## config.mk

```make
export PLATFORM = sky130hd
export DESIGN_NAME = dclk_tx_lanes
export DESIGN_NICKNAME = d
export VERILOG_FILES = /design/src/rtl/dclk_tx_lanes.sv
export SDC_FILE = /design/constraint.sdc
export NUM_CORES = 1
export LEC_CHECK = 0
export CORE_MARGIN = 4
export CORE_UTILIZATION = 28
export CTS_CLUSTER_DIAMETER = 60
export DETAILED_ROUTE_END_ITERATION = 7
export GPL_TIMING_DRIVEN = 1
export SYNTH_ARGS = -nofsm -noshare
export SYNTH_HDL_FRONTEND = slang
export SYNTH_SLANG_ARGS = --single-unit
```

## constraint.sdc

```tcl
create_clock -name clk -period 2.13 [get_ports clk]
set_clock_uncertainty 0.15 [all_clocks]
set_input_delay 0.213 -clock clk [delete_from_list [all_inputs] [get_ports clk]]
set_output_delay 0.213 -clock clk [all_outputs]
set_load 0.01 [all_outputs]
```

## src/rtl/dclk_tx_lanes.sv

```systemverilog
// rtl/dclk_tx_lanes.sv - multi-lane flit serialiser with input FIFO and busy synchroniser
// Define DCLK_TX_PARITY_EN to append a per-lane even-parity beat to every frame.
module dclk_tx_lanes #(
   parameter int DATA_W      = 40,
   parameter int LANES       = 2,
   parameter int FIFO_DEPTH  = 4,
   parameter int SYNC_STAGES = 2
) (
   input  logic                          clk,
   input  logic                          reset,
   input  logic                          req,
   input  logic [DATA_W-1:0]             parallel_in,
   input  logic                          channel_busy,
   output logic                          tx_busy,
   output logic [LANES-1:0]              serial_out,
   output logic                          tx_active,
   output logic [$clog2(FIFO_DEPTH):0]   fifo_level
);

   localparam int BEATS = (DATA_W + LANES - 1) / LANES;
   localparam int SW    = BEATS * LANES;
   localparam int PW    = $clog2(FIFO_DEPTH);
   localparam int LW    = PW + 1;
   localparam int BW    = (BEATS > 1) ? $clog2(BEATS) : 1;

   localparam logic [1:0] ST_IDLE   = 2'd0;
   localparam logic [1:0] ST_START  = 2'd1;
   localparam logic [1:0] ST_DATA   = 2'd2;
`ifdef DCLK_TX_PARITY_EN
   localparam logic [1:0] ST_PARITY = 2'd3;
`endif

   logic [DATA_W-1:0]      mem_q [FIFO_DEPTH];
   logic [DATA_W-1:0]      mem_d [FIFO_DEPTH];
   logic [PW-1:0]          wr_ptr_q, wr_ptr_d;
   logic [PW-1:0]          rd_ptr_q, rd_ptr_d;
   logic [LW-1:0]          level_q, level_d;
   logic                   tx_busy_q, tx_busy_d;
   logic [SYNC_STAGES-1:0] sync_q, sync_d;
   logic [1:0]             state_q, state_d;
   logic [BW-1:0]          beat_q, beat_d;
   logic [SW-1:0]          shift_q, shift_d;
   logic [LANES-1:0]       out_q, out_d;
   logic                   active_q, active_d;
`ifdef DCLK_TX_PARITY_EN
   logic [LANES-1:0]       par_q, par_d;
`endif

   logic busy_sync;
   logic wr_en;
   logic pop;

   assign busy_sync = sync_q[SYNC_STAGES-1];
   assign wr_en     = req & ~tx_busy_q;
   // busy is only consulted when a new frame could start; frames in flight always finish
   assign pop       = (state_q == ST_IDLE) && (level_q != '0) && !busy_sync;

   always_comb begin
      sync_d   = {sync_q[SYNC_STAGES-2:0], channel_busy};
      mem_d    = mem_q;
      if (wr_en) begin
         mem_d[wr_ptr_q] = parallel_in;
      end
      wr_ptr_d = wr_en ? wr_ptr_q + PW'(1) : wr_ptr_q;
      rd_ptr_d = pop   ? rd_ptr_q + PW'(1) : rd_ptr_q;
      level_d  = level_q;
      if (wr_en && !pop) begin
         level_d = level_q + LW'(1);
      end else if (!wr_en && pop) begin
         level_d = level_q - LW'(1);
      end
      tx_busy_d = (level_d == LW'(FIFO_DEPTH));
   end

   // Outputs are registered one cycle behind the state so serial_out never glitches.
   always_comb begin
      state_d  = state_q;
      beat_d   = beat_q;
      shift_d  = shift_q;
      out_d    = '0;
      active_d = (state_q != ST_IDLE);
`ifdef DCLK_TX_PARITY_EN
      par_d    = par_q;
`endif
      case (state_q)
         ST_IDLE: begin
            if (pop) begin
               shift_d = SW'(mem_q[rd_ptr_q]);
               beat_d  = '0;
               state_d = ST_START;
`ifdef DCLK_TX_PARITY_EN
               par_d   = '0;
`endif
            end
         end
         ST_START: begin
            out_d   = '1;
            state_d = ST_DATA;
         end
         ST_DATA: begin
            out_d   = shift_q[LANES-1:0];
            shift_d = shift_q >> LANES;
`ifdef DCLK_TX_PARITY_EN
            par_d   = par_q ^ shift_q[LANES-1:0];
`endif
            if (beat_q == BW'(BEATS - 1)) begin
               beat_d = '0;
`ifdef DCLK_TX_PARITY_EN
               state_d = ST_PARITY;
`else
               state_d = ST_IDLE;
`endif
            end else begin
               beat_d = beat_q + BW'(1);
            end
         end
`ifdef DCLK_TX_PARITY_EN
         ST_PARITY: begin
            out_d   = par_q;
            state_d = ST_IDLE;
         end
`endif
         default: begin
            state_d = ST_IDLE;
         end
      endcase
   end

   always_ff @(posedge clk) begin
      mem_q <= mem_d;
   end

   always_ff @(posedge clk or negedge reset) begin
      if (!reset) begin
         wr_ptr_q  <= '0;
         rd_ptr_q  <= '0;
         level_q   <= '0;
         tx_busy_q <= 1'b0;
         sync_q    <= '0;
         state_q   <= ST_IDLE;
         beat_q    <= '0;
         shift_q   <= '0;
         out_q     <= '0;
         active_q  <= 1'b0;
`ifdef DCLK_TX_PARITY_EN
         par_q     <= '0;
`endif
      end else begin
         wr_ptr_q  <= wr_ptr_d;
         rd_ptr_q  <= rd_ptr_d;
         level_q   <= level_d;
         tx_busy_q <= tx_busy_d;
         sync_q    <= sync_d;
         state_q   <= state_d;
         beat_q    <= beat_d;
         shift_q   <= shift_d;
         out_q     <= out_d;
         active_q  <= active_d;
`ifdef DCLK_TX_PARITY_EN
         par_q     <= par_d;
`endif
      end
   end

   assign tx_busy    = tx_busy_q;
   assign fifo_level = level_q;
   assign tx_active  = active_q;
   assign serial_out = out_q & {LANES{active_q}};

endmodule

```

==> impl_metrics.tcl <==
set metrics [dict create \
    power.density_mw_per_mm2 1390 \
    slowest_delay_ps 350 \
    cts_tree "yes" \
    end_kind "flip-flop" \
    internal_power_w 0.0102 \
    first_global_vias 4907 \
    numCtsBuffers 24 \
    final_cells 1014 \
    power.share.switching_pct 30.9 \
    timing.fmax_mhz 497 \
    r2r_end "tx_busy" \
    p_switching_w 0.00456 \
    holdPathEnd "sync_q[0]" \
    period_share_pct 94.4 \
    synth_cell_types 38 \
    path_depth 7 \
    synth_area_leaders "edfxtp_1, dfrtp_1, mux4_2" \
    synth_area_sq_mm 0.00862 \
    final.setup.tns_ps 0 \
    synth_seq_cells 220 \
    cts.sinks 220 \
    ys_warn_count 0 \
    r2r_slack_ps 120 \
    dpl_worst_slack_ps 103 \
    timing.slew.headroom_pct 60.3 \
    synth.most_common_cell "edfxtp_1" \
    rows 63 \
    r2r_cells 7 \
    ioPinCount 51 \
    crit_fanout 4 \
    setup_ws_ps 119 \
    clk_pin_slew_ps 50 \
    worstSetupStartpoint "fifo_level[0]" \
    drv_slew 0 \
    synth_cells 527 \
    seqPwrFrac_pct 41.8 \
    cp_slowest_cell "dfrtp_1" \
    cp.required_ps 2360 \
    synth_ff_type "edfxtp_1" \
    combPwrFrac_pct 33.2 \
    rsz0062_at_grt "no" \
    num_vias 4570 \
    grt_max_degree 43 \
    clockBufferDepth 3 \
    fp.dieH_um 183 \
    grt_use_total_pct 10.4 \
    syn_area_per_cell_sq_um 16.4 \
    yosysTopAreaCell "edfxtp_1" \
    initial_utilization_pct 28.7 \
    wl_per_cell_um 16.9 \
    maxCapViolCount 0 \
    viasPerCell 4.51 \
    synth_top_cell_area_share_pct 55.7 \
    outcome "finished clean" \
    hold_viol 0 \
    worst-slew-pin-transition_ps 595 \
    min_path_type "input pin to flip-flop" \
    r2r_start "fifo_level[0]" \
    whs_path_depth 1 \
    syn-num-nets 583 \
    fin_nets 662 \
    clk_latency_ps 500 \
    critPathArrivalTime_ps 2240 \
    antenna_found_initial 0 \
    setup_violations 0 \
    synth_seq_area_share_pct 73.1 \
    criticalPathCategory "flip-flop to flip-flop" \
    htree_levels 1 \
    grt_pass1_wl_um 27600 \
    ant_nets 0 \
    drt-initial-drc-count 275 \
    async_reset_ff_share_pct 27.3 \
    peakVddDrop_v 0.000639 \
    drive_gt1_share_pct 19.2 \
    root_buffer "clkbuf_16" \
    grt_overflow 0 \
    first_pass_iters 4 \
    numPortBuffers 50 \
    area_growth_pct 23.0 \
    core_sq_mm 0.0300 \
    drc 0 \
    min_from "channel_busy" \
    synth-edff-count 160 \
    dieArea_sq_mm 0.0337 \
    die_x_um 183 \
    timing.critical_path.cells "inv_1, ha_1, ha_2, nor3b_4, buf_4, mux2_2, nor3b_2" \
    p_clk_share_pct 25.0 \
    critPathBufInv 2 \
    place_hpwl_um 10700 \
    path_delay_family "simple AND/OR/NAND/NOR gates" \
    wirelength_um 17100 \
    n_antenna_cell 0 \
    crit_path_start_kind "flip-flop" \
    globalplace.congestion 0.749 \
    finalCriticalPeriod_ps 2010 \
    p_total_w 0.0148 \
    leakage_nw 3.77 \
    synthTopCellsByCount "edfxtp_1, a21oi_1, dfrtp_1" \
    place_inst 969 \
]
[flip-flops by register name (all words and copies together), names as in the netlist]
name,flops
mem_q,160
shift_q,40
beat_q,5
fifo_level,3
out_q,2
rd_ptr_q,2
state_q,2
sync_q,2
wr_ptr_q,2
tx_active,1
tx_busy,1
[power by group through the flow]
stage / combinational (W) / sequential, W / clock, W
after floorplan: 0.00332 / 0.00615 / 0
after global placement: 0.00494 / 0.00622 / 0
after detailed placement: 0.00498 / 0.00625 / 0
after CTS: 0.00501 / 0.00617 / 0.00381
after global routing: 0.00549 / 0.00627 / 0.00402
final: 0.00490 / 0.00617 / 0.00369
[area by class of cell]
class,count,area (sq um)
clock inverter,9,45.0
inverter,10,37.5
tap,390,488
timing repair buffer,82,901
multi-input combinational,268,2170
sequential,220,6310
clock buffer,35,663
fill,2846,19400
[cells by family (layout without fill, tap and decap cells)]
group / count (synthesis) / after routing / synth area share [%]
AOI/OAI and AO/OA: 96 / 96 / 5.91
xor gates and xnor gates: 6 / 6 / 0.609
adders and majority gates: 12 / 12 / 1.74
buffers and inverters: 39 / 136 / 1.97
DFF: 220 / 220 / 73.1
muxes: 45 / 45 / 11.1
and+or+nand+nor: 109 / 109 / 5.57
[layer usage]
layer  part of all wire, %  routed length [um]  track usage, %  up-vias
met3                   6.2                1060            2.04       29
met4                   2.1                 367            2.44        0
met1                    44                7490            14.5     2287
met2                    48                8230            16.8      112
met5                     0                   0               0        -
li1                      -                   -               -     2142
[stage by stage]
stage	util (%)	instance area, sq um	hold slack [ps]
finish	35.3	10600	24.3
CTS	35.3	10600	7.98
detailed placement	32.9	9880	104
global placement	32.9	9880	96.5
global route	35.3	10600	17.7
floorplan	-	8640	-233
[worst register-to-register path: stages (launching register included)]
cell and delay (ps):
dfrtp_1 350, inv_1 50, ha_1 190, ha_2 200, nor3b_4 280, buf_4 190
mux2_2 340, nor3b_2 150
[cell usage in the layout, fill, tap and decap left out, types with 7 or more instances in the layout]
master           Yosys  final
o21ai_0              7      7
a21oi_1             80     79
buf_4                2     18
ha_1                12      9
buf_12               0     13
clkdlybuf4s50_1      0     49
dfrtp_1             60     59
inv_1                9      9
nand2_1             45     45
clkbuf_16            0     25
mux4_2              40     40
edfxtp_1           160    160
nor2_1              42     42
clkbuf_1            13     10
[repair_timing]
action | CTS | global route
hold buffers | 1 | 0
endpoints found under the hold margin | 42 | 0
setup endpoints to repair | 0 | 6
setup buffers | 0 | 0
resized for setup | 0 | 3
[worst max-delay path by stage]
stage | to | slack, ps
2_1_floorplan | tx_busy | 2
3_3_place_gp | tx_busy | 130
3_5_place_dp | tx_busy | 100
4_1_cts | tx_busy | 90
5_1_grt | state_q[1] | 2
6_report | tx_busy | 120
No activity file was read; power rests on OpenSTA's default activity.
